$ cat config.mk
export PLATFORM = sky130hd
export DESIGN_NAME = alu_cmd_sequencer
export DESIGN_NICKNAME = d
export VERILOG_FILES = /design/src/rtl/alu_cmd_sequencer.sv
export SDC_FILE = /design/constraint.sdc
export NUM_CORES = 1
export LEC_CHECK = 0
export ABC_AREA = 1
export CAP_MARGIN = 20
export CORE_UTILIZATION = 50
export DETAILED_ROUTE_END_ITERATION = 12
export GPL_ROUTABILITY_DRIVEN = 0
export GPL_TIMING_DRIVEN = 0
export PLACE_DENSITY = 0.87
export SLEW_MARGIN = 20
export SYNTH_ARGS = -nofsm -noshare
export SYNTH_HDL_FRONTEND = slang
export SYNTH_SLANG_ARGS = --single-unit
$ cat constraint.sdc
create_clock -name clk -period 2.4 [get_ports clk]
set_input_delay 0.6 -clock clk [delete_from_list [all_inputs] [get_ports clk]]
set_output_delay 0.6 -clock clk [all_outputs]
set_load 0.02 [all_outputs]
$ cat src/rtl/alu_cmd_sequencer.sv
// Issue stage for the priority-select ALU: FIFO-buffers (op,a,b) commands and presents a registered
// one-hot sel/a/b with valid/ready. Define ALU_SEQ_ERR_EN to drop op 6/7 and flag them in err_sticky.
module alu_cmd_sequencer #(
  parameter int unsigned DEPTH = 4,
  parameter int unsigned W     = 4,
  parameter int unsigned CNT_W = 8
) (
  input  logic                   clk,
  input  logic                   rst_n,
  input  logic                   cmd_valid,
  output logic                   cmd_ready,
  input  logic [2:0]             cmd_op,
  input  logic [W-1:0]           cmd_a,
  input  logic [W-1:0]           cmd_b,
  output logic [5:0]             sel,
  output logic [W-1:0]           a,
  output logic [W-1:0]           b,
  output logic                   out_valid,
  input  logic                   out_ready,
  output logic [$clog2(DEPTH):0] level,
`ifdef ALU_SEQ_ERR_EN
  output logic                   err_sticky,
  input  logic                   err_clr,
`endif
  output logic [CNT_W-1:0]       issued_cnt
);

  localparam int unsigned AW = $clog2(DEPTH);
  localparam int unsigned EW = 6 + 2 * W;

  logic [EW-1:0] mem_q [DEPTH];
  logic [AW:0]   wr_ptr_q, wr_ptr_d;
  logic [AW:0]   rd_ptr_q, rd_ptr_d;
  logic          full, empty;
  logic          push, fifo_push, pop;
  logic          legal;
  logic [5:0]    enc_sel;
  logic [EW-1:0] head;

  // Extra pointer MSB distinguishes full from empty when the index bits match.
  assign empty = (wr_ptr_q == rd_ptr_q);
  assign full  = (wr_ptr_q[AW] != rd_ptr_q[AW]) && (wr_ptr_q[AW-1:0] == rd_ptr_q[AW-1:0]);
  assign level = wr_ptr_q - rd_ptr_q;

  assign cmd_ready = ~full;
  assign push      = cmd_valid & cmd_ready;
  assign legal     = (cmd_op < 3'd6);

`ifdef ALU_SEQ_ERR_EN
  assign fifo_push = push & legal;
`else
  assign fifo_push = push;
`endif

  // Load the output register whenever it is empty or being consumed this cycle.
  assign pop  = (~out_valid | out_ready) & ~empty;
  assign head = mem_q[rd_ptr_q[AW-1:0]];

  always_comb begin
    enc_sel = '0;
    if (legal) begin
      enc_sel = 6'b000001 << cmd_op;
    end
  end

  always_comb begin
    wr_ptr_d = wr_ptr_q;
    rd_ptr_d = rd_ptr_q;
    if (fifo_push) begin
      wr_ptr_d = wr_ptr_q + {{AW{1'b0}}, 1'b1};
    end
    if (pop) begin
      rd_ptr_d = rd_ptr_q + {{AW{1'b0}}, 1'b1};
    end
  end

  always_ff @(posedge clk or negedge rst_n) begin
    if (!rst_n) begin
      wr_ptr_q <= '0;
      rd_ptr_q <= '0;
    end else begin
      wr_ptr_q <= wr_ptr_d;
      rd_ptr_q <= rd_ptr_d;
    end
  end

  // Storage needs no reset: the pointers alone define which entries are live.
  always_ff @(posedge clk) begin
    if (fifo_push) begin
      mem_q[wr_ptr_q[AW-1:0]] <= {enc_sel, cmd_a, cmd_b};
    end
  end

  always_ff @(posedge clk or negedge rst_n) begin
    if (!rst_n) begin
      sel       <= '0;
      a         <= '0;
      b         <= '0;
      out_valid <= 1'b0;
    end else if (pop) begin
      {sel, a, b} <= head;
      out_valid   <= 1'b1;
    end else if (out_ready) begin
      out_valid <= 1'b0;
    end
  end

  always_ff @(posedge clk or negedge rst_n) begin
    if (!rst_n) begin
      issued_cnt <= '0;
    end else if (out_valid && out_ready) begin
      issued_cnt <= issued_cnt + {{(CNT_W-1){1'b0}}, 1'b1};
    end
  end

`ifdef ALU_SEQ_ERR_EN
  // An illegal push in the same cycle as err_clr keeps the flag set.
  always_ff @(posedge clk or negedge rst_n) begin
    if (!rst_n) begin
      err_sticky <= 1'b0;
    end else if (push && !legal) begin
      err_sticky <= 1'b1;
    end else if (err_clr) begin
      err_sticky <= 1'b0;
    end
  end
`endif

endmodule

## Yosys cells after proc, flatten, opt, wreduce, memory -nomap -nowiden

Memories as Yosys holds them, arrays and structs flattened. A register that Yosys moved wholly into a read port is not among the register bits.
Index checks and enable logic that the tools add are counted.

- Flip-flop bits (word level): 15
- Memory bits (writable): 56
- Logic and storage cells: 29
- Memories: 1

- $add $sub $neg: 4
- Order comparisons: 1
- Equality and inequality tests: 3
- Shift operators: 1
- Muxes and demuxes: 5
- Bitwise gates (word level): 6
- Reduce and logical (&&, ||, !) cells: 4

Memory list:

| name | depth | width | rd ports | clocked after Yosys merged registers in | wr ports | line | text |
|---|---|---|---|---|---|---|---|
| mem_q | 4 | 14 | 1 | 1 | 1 | 31 | `logic [EW-1:0] mem_q [DEPTH];` |

Operators by type and width:

| kind | count |
|---|---|
| $add A8 B1 Y8 const B | 1 |
| $add A3 B1 Y3 const B | 2 |
| $mux W6 | 1 |
| $shl A1 B3 Y6 const A | 1 |
| $mux W1 | 4 |
| $eq A3 B3 Y1 | 1 |
| $lt A3 B3 Y1 const B | 1 |
| $not A1 Y1 | 3 |
| $sub A3 B3 Y3 | 1 |
| $and A1 B1 Y1 | 2 |
| $eq A2 B2 Y1 | 1 |
| $logic_and A1 B1 Y1 | 2 |
| $reduce_bool A2 Y1 | 1 |
| $logic_not A1 Y1 | 1 |
| $ne A1 B1 Y1 | 1 |
| $or A1 B1 Y1 | 1 |

## Longest topological paths before layout

- Depth after elaboration: 6
- Depth in mapped cells: 11
- Depth with buffers taken out: 9

## Least setup slack after synthesis

Ideal clock, no wire load.

- Path type: reg2reg
- Start point: reg rd_ptr_q[1]
- End point: mem mem_q[0][0] (netlist name) (enable)
- Library setup time: 0.385 ns
- Arrival: 2.070 ns
- Path slack: -0.054 ns
- Cell stages (with the launch flop): 9
- Buffers on the path: 1
- Clock period less this slack: 2.454 ns
- Cells stage by stage: dfrtp_1 -> clkbuf_2 -> inv_1 -> ha_1 -> nand2_1 -> inv_1 -> nand3_1 -> nand2_1 -> nor2_1

- Longest elaborated chain between the ends: 6

Ends and longest elaborated chain:

| element | line | text |
|---|---|---|
| start: declaration | 33 | `logic [AW:0] rd_ptr_q, rd_ptr_d;` |
| start signal: assignment | 83 | `rd_ptr_q <= rd_ptr_d;` |
| $eq A2 B2 Y1 | 42 | `assign full = (wr_ptr_q[AW] != rd_ptr_q[AW]) && (wr_ptr_q[AW-1:0] == rd_ptr_q[AW-1:0]);` |
| $logic_and A1 B1 Y1 | 42 |  |
| $not A1 Y1 | 45 | `assign cmd_ready = ~full;` |
| named net cmd_ready | 11 | `output logic cmd_ready,` |
| $and A1 B1 Y1 | 46 | `assign push = cmd_valid & cmd_ready;` |
| $mux W1 | 89 | `if (fifo_push) begin` |
| $mux W1 (not written as such) | 90 | `mem_q[wr_ptr_q[AW-1:0]] <= {enc_sel, cmd_a, cmd_b};` |
| end: declaration | 31 |  |

The timed path passes the listed nets, and every way through them passes these cells.

## Final worst setup path

- Start point: reg rd_ptr_q[1]
- End point: out level[2]

- Longest elaborated chain between the ends: 1

Ends and longest elaborated chain:

| element | line | text |
|---|---|---|
| $sub A3 B3 Y3 | 43 | `assign level = wr_ptr_q - rd_ptr_q;` |
| end: declaration | 20 | `output logic [$clog2(DEPTH):0] level,` |

No other way between the ends.

==> metrics.csv <==
metric,value,unit
dp_hpwl,4.613,mm
yosys_most_used_dff,edfxtp_1,
synth_area_per_cell,10.38,sq um
cts-buffers-inserted,9,
fin_crit,2.340,ns
power.density,1373,nW/um^2
nFillCells,500,
synthesis.nets,376,
cp.required,1.80,ns
nets,434,
die_x,87.48,microns
setup.worst_path.start_class,flop,
ant_nets,0,
io_buffers,41,
fin_skew,0.005525,ns
diodes,0,
final_area,4497,sq um
num_vias,2665,
synthCells,352,
root_buffer,clkbuf_8,
rr_worst_depth,9,
start_util,52.61,%
ctsHtreeMaxLevel,3,
slew_headroom,53.71,%
synthMuxAreaShare,0.3082,%
rr_startpoint,rd_ptr_q[1],
insertion_delay,0.35,ns
fmax,0.4274,GHz
crit_start,rd_ptr_q[1],
clock_sinks,85,
synth_area,3654,sq um
ys_async_sr_fraction,34.12,%
dpl_cell_area,4189,sq um
cap_violations,0,
final_cell_mix,"96 x nand2_1, 56 x edfxtp_1, 47 x nor2_1",
clk_path_buf_depth,2,
seq_area_frac_synth,65.89,%
power,6175,uW
r2r_slack,0.16,ns
cp_max_fo,10,
hold_buffers,0,
io_pins,42,
utilization,64.76,%
worstSetupEndpointType,output port,
gr-total-overflow,0,
viasPerCell,5.215,
synth_edf_count,56,
drive_gt1_share,11.08,%
synth_xor_area_share,1.678,%
pre_cts_slack,-0.2347,ns
yosys.area_share.simple,17.95,%
dieHeight,87.48,microns
r2r_end,mem_q[0][10],
status,"finished, final reports clean",
grt_pass1_vias,2527,
yosys.cell_types.count,24,
ir_drop,0.0004899,V
synth_top_family_by_area,simple AND/OR/NAND/NOR gates,
period_share,97.49,%
core,6944,sq um
firstDrtPassIters,5,
p_leak,0.001953,uW
grt_max_degree,30,
drtIter0Drc,261,
die_area,7653,sq um
hold_viol_final,0,
setup_viol,0,
grt_antenna_before_repair,0,
synthToLayoutAreaGrowth,23.08,%
slew_violations,0,
final_common_cell,nand2_1,
critical_path_class,reg2out,
regArea,2407,sq um
wl,7.971,mm
cp-endpoint,level[2],
yosysWarnings,0,
fin_ws,0.06027,ns
synth_compound_area_share,4.247,%
avgRoutedWirePerCell,15.60,microns
drc,0,
clk_pin_slew_worst_paths,0.08,ns
rows,30,
multiInputGateArea,1039,sq um
grt_pass1_wl,11.94,mm
grtUsageTotal,21.28,%
hold_path.class,in2async,
synth_fa_ha_area_share,3.288,%
worst_slew_pin_slew,0.6943,ns
critPathArrivalTime,1.74,ns
tritoncts,done,
ys_ff_latch,85,
==> kinds of logic (layout without fill, tap and decap cells) <==
family,count (synthesis),count (layout)
AND/OR/NAND/NOR,166,166
flip-flops,85,85
buffers and inverters,53,116
AO/OA/AOI/OAI,31,31
adder cells (fa/ha/maj),9,9
XOR/XNOR,7,7
multiplexers,1,1
==> power breakdown <==
part	switching, uW	total [uW]	leakage [uW]	internal (uW)
Combinational	1810	2940	0.000984	1140
Sequential	242	2270	0.000869	2030
Clock	467	957	0.0000997	489
==> worst max-delay path: stages, from the launching register on <==
cell and delay (ns):
dfrtp_1 0.39, clkbuf_8 0.19, inv_1 0.09, fa_1 0.41, xor2_1 0.15, buf_2 0.18
==> per-layer routing <==
metal / part of all wire [%] / vias to the layer above / GRT usage (%)
li1: - / 1247 / -
met1: 39 / 1280 / 25.13
met2: 52 / 120 / 37.14
met3: 6.9 / 18 / 4.550
met4: 2.0 / 0 / 9.836
met5: 0 / - / 0
==> stage by stage <==
step,hold WS [ns],TNS (ns),cells
3_5_place_dp,0.4650,-11.49,489
4_1_cts,0.2924,-6.021,506
6_report,0.2911,0,511
2_1_floorplan,0.3044,-3.040,352
3_3_place_gp,0.4636,-28.35,489
5_1_grt,0.3390,-0.004205,511
==> state kept, by name, indices dropped and copies added, names as in the netlist <==
register    cells
wr_ptr_q        3
a               4
b               4
sel             6
mem_q          56
out_valid       1
rd_ptr_q        3
issued_cnt      8
==> synth_stat cells (4+ instances only) <==
| cell type | number | share of area (%) |
|---|---|---|
| buf_2 | 4 | 0.55 |
| o21ai_0 | 20 | 2.7 |
| nand3_1 | 6 | 0.82 |
| o21ai_1 | 10 | 1.4 |
| nor3_1 | 6 | 0.82 |
| ha_1 | 8 | 2.7 |
| nand2_1 | 96 | 9.9 |
| dfrtp_1 | 29 | 20 |
| edfxtp_1 | 56 | 46 |
| nor2_1 | 51 | 5.2 |
| xnor2_1 | 4 | 0.96 |
| inv_1 | 40 | 4.1 |
| nand2_2 | 4 | 0.68 |
==> area by class of cell <==
| class | count | area share, % |
|---|---|---|
| Sequential cell | 85 | 53.53 |
| Multi-Input combinational cell | 214 | 23.09 |
| Timing Repair Buffer | 47 | 10.85 |
| Clock buffer | 15 | 4.146 |
| Inverter | 41 | 3.422 |
| Tap cell | 96 | 2.671 |
| Buffer | 12 | 2.170 |
| Clock inverter | 1 | 0.1113 |
==> how the worst min path moves through the flow <==
stage                      from             to  slack [ns]
after floorplan           rst_n           a[0]        0.30
after global placement     b[3]           b[3]        0.46
after detailed placement   a[1]           a[1]        0.47
after CTS                 rst_n           b[0]        0.29
after global routing      rst_n  issued_cnt[4]        0.34
final                     rst_n    wr_ptr_q[2]        0.29
==> repair_timing <==
action / CTS / global route
gates resized for setup: 14 / 7
setup endpoints to repair: 60 / 60
setup buffers: 1 / 5
endpoints found under the hold margin: 0 / 0
pin swaps: 0 / 3
Note: power is estimated with default switching activity, not from simulation.
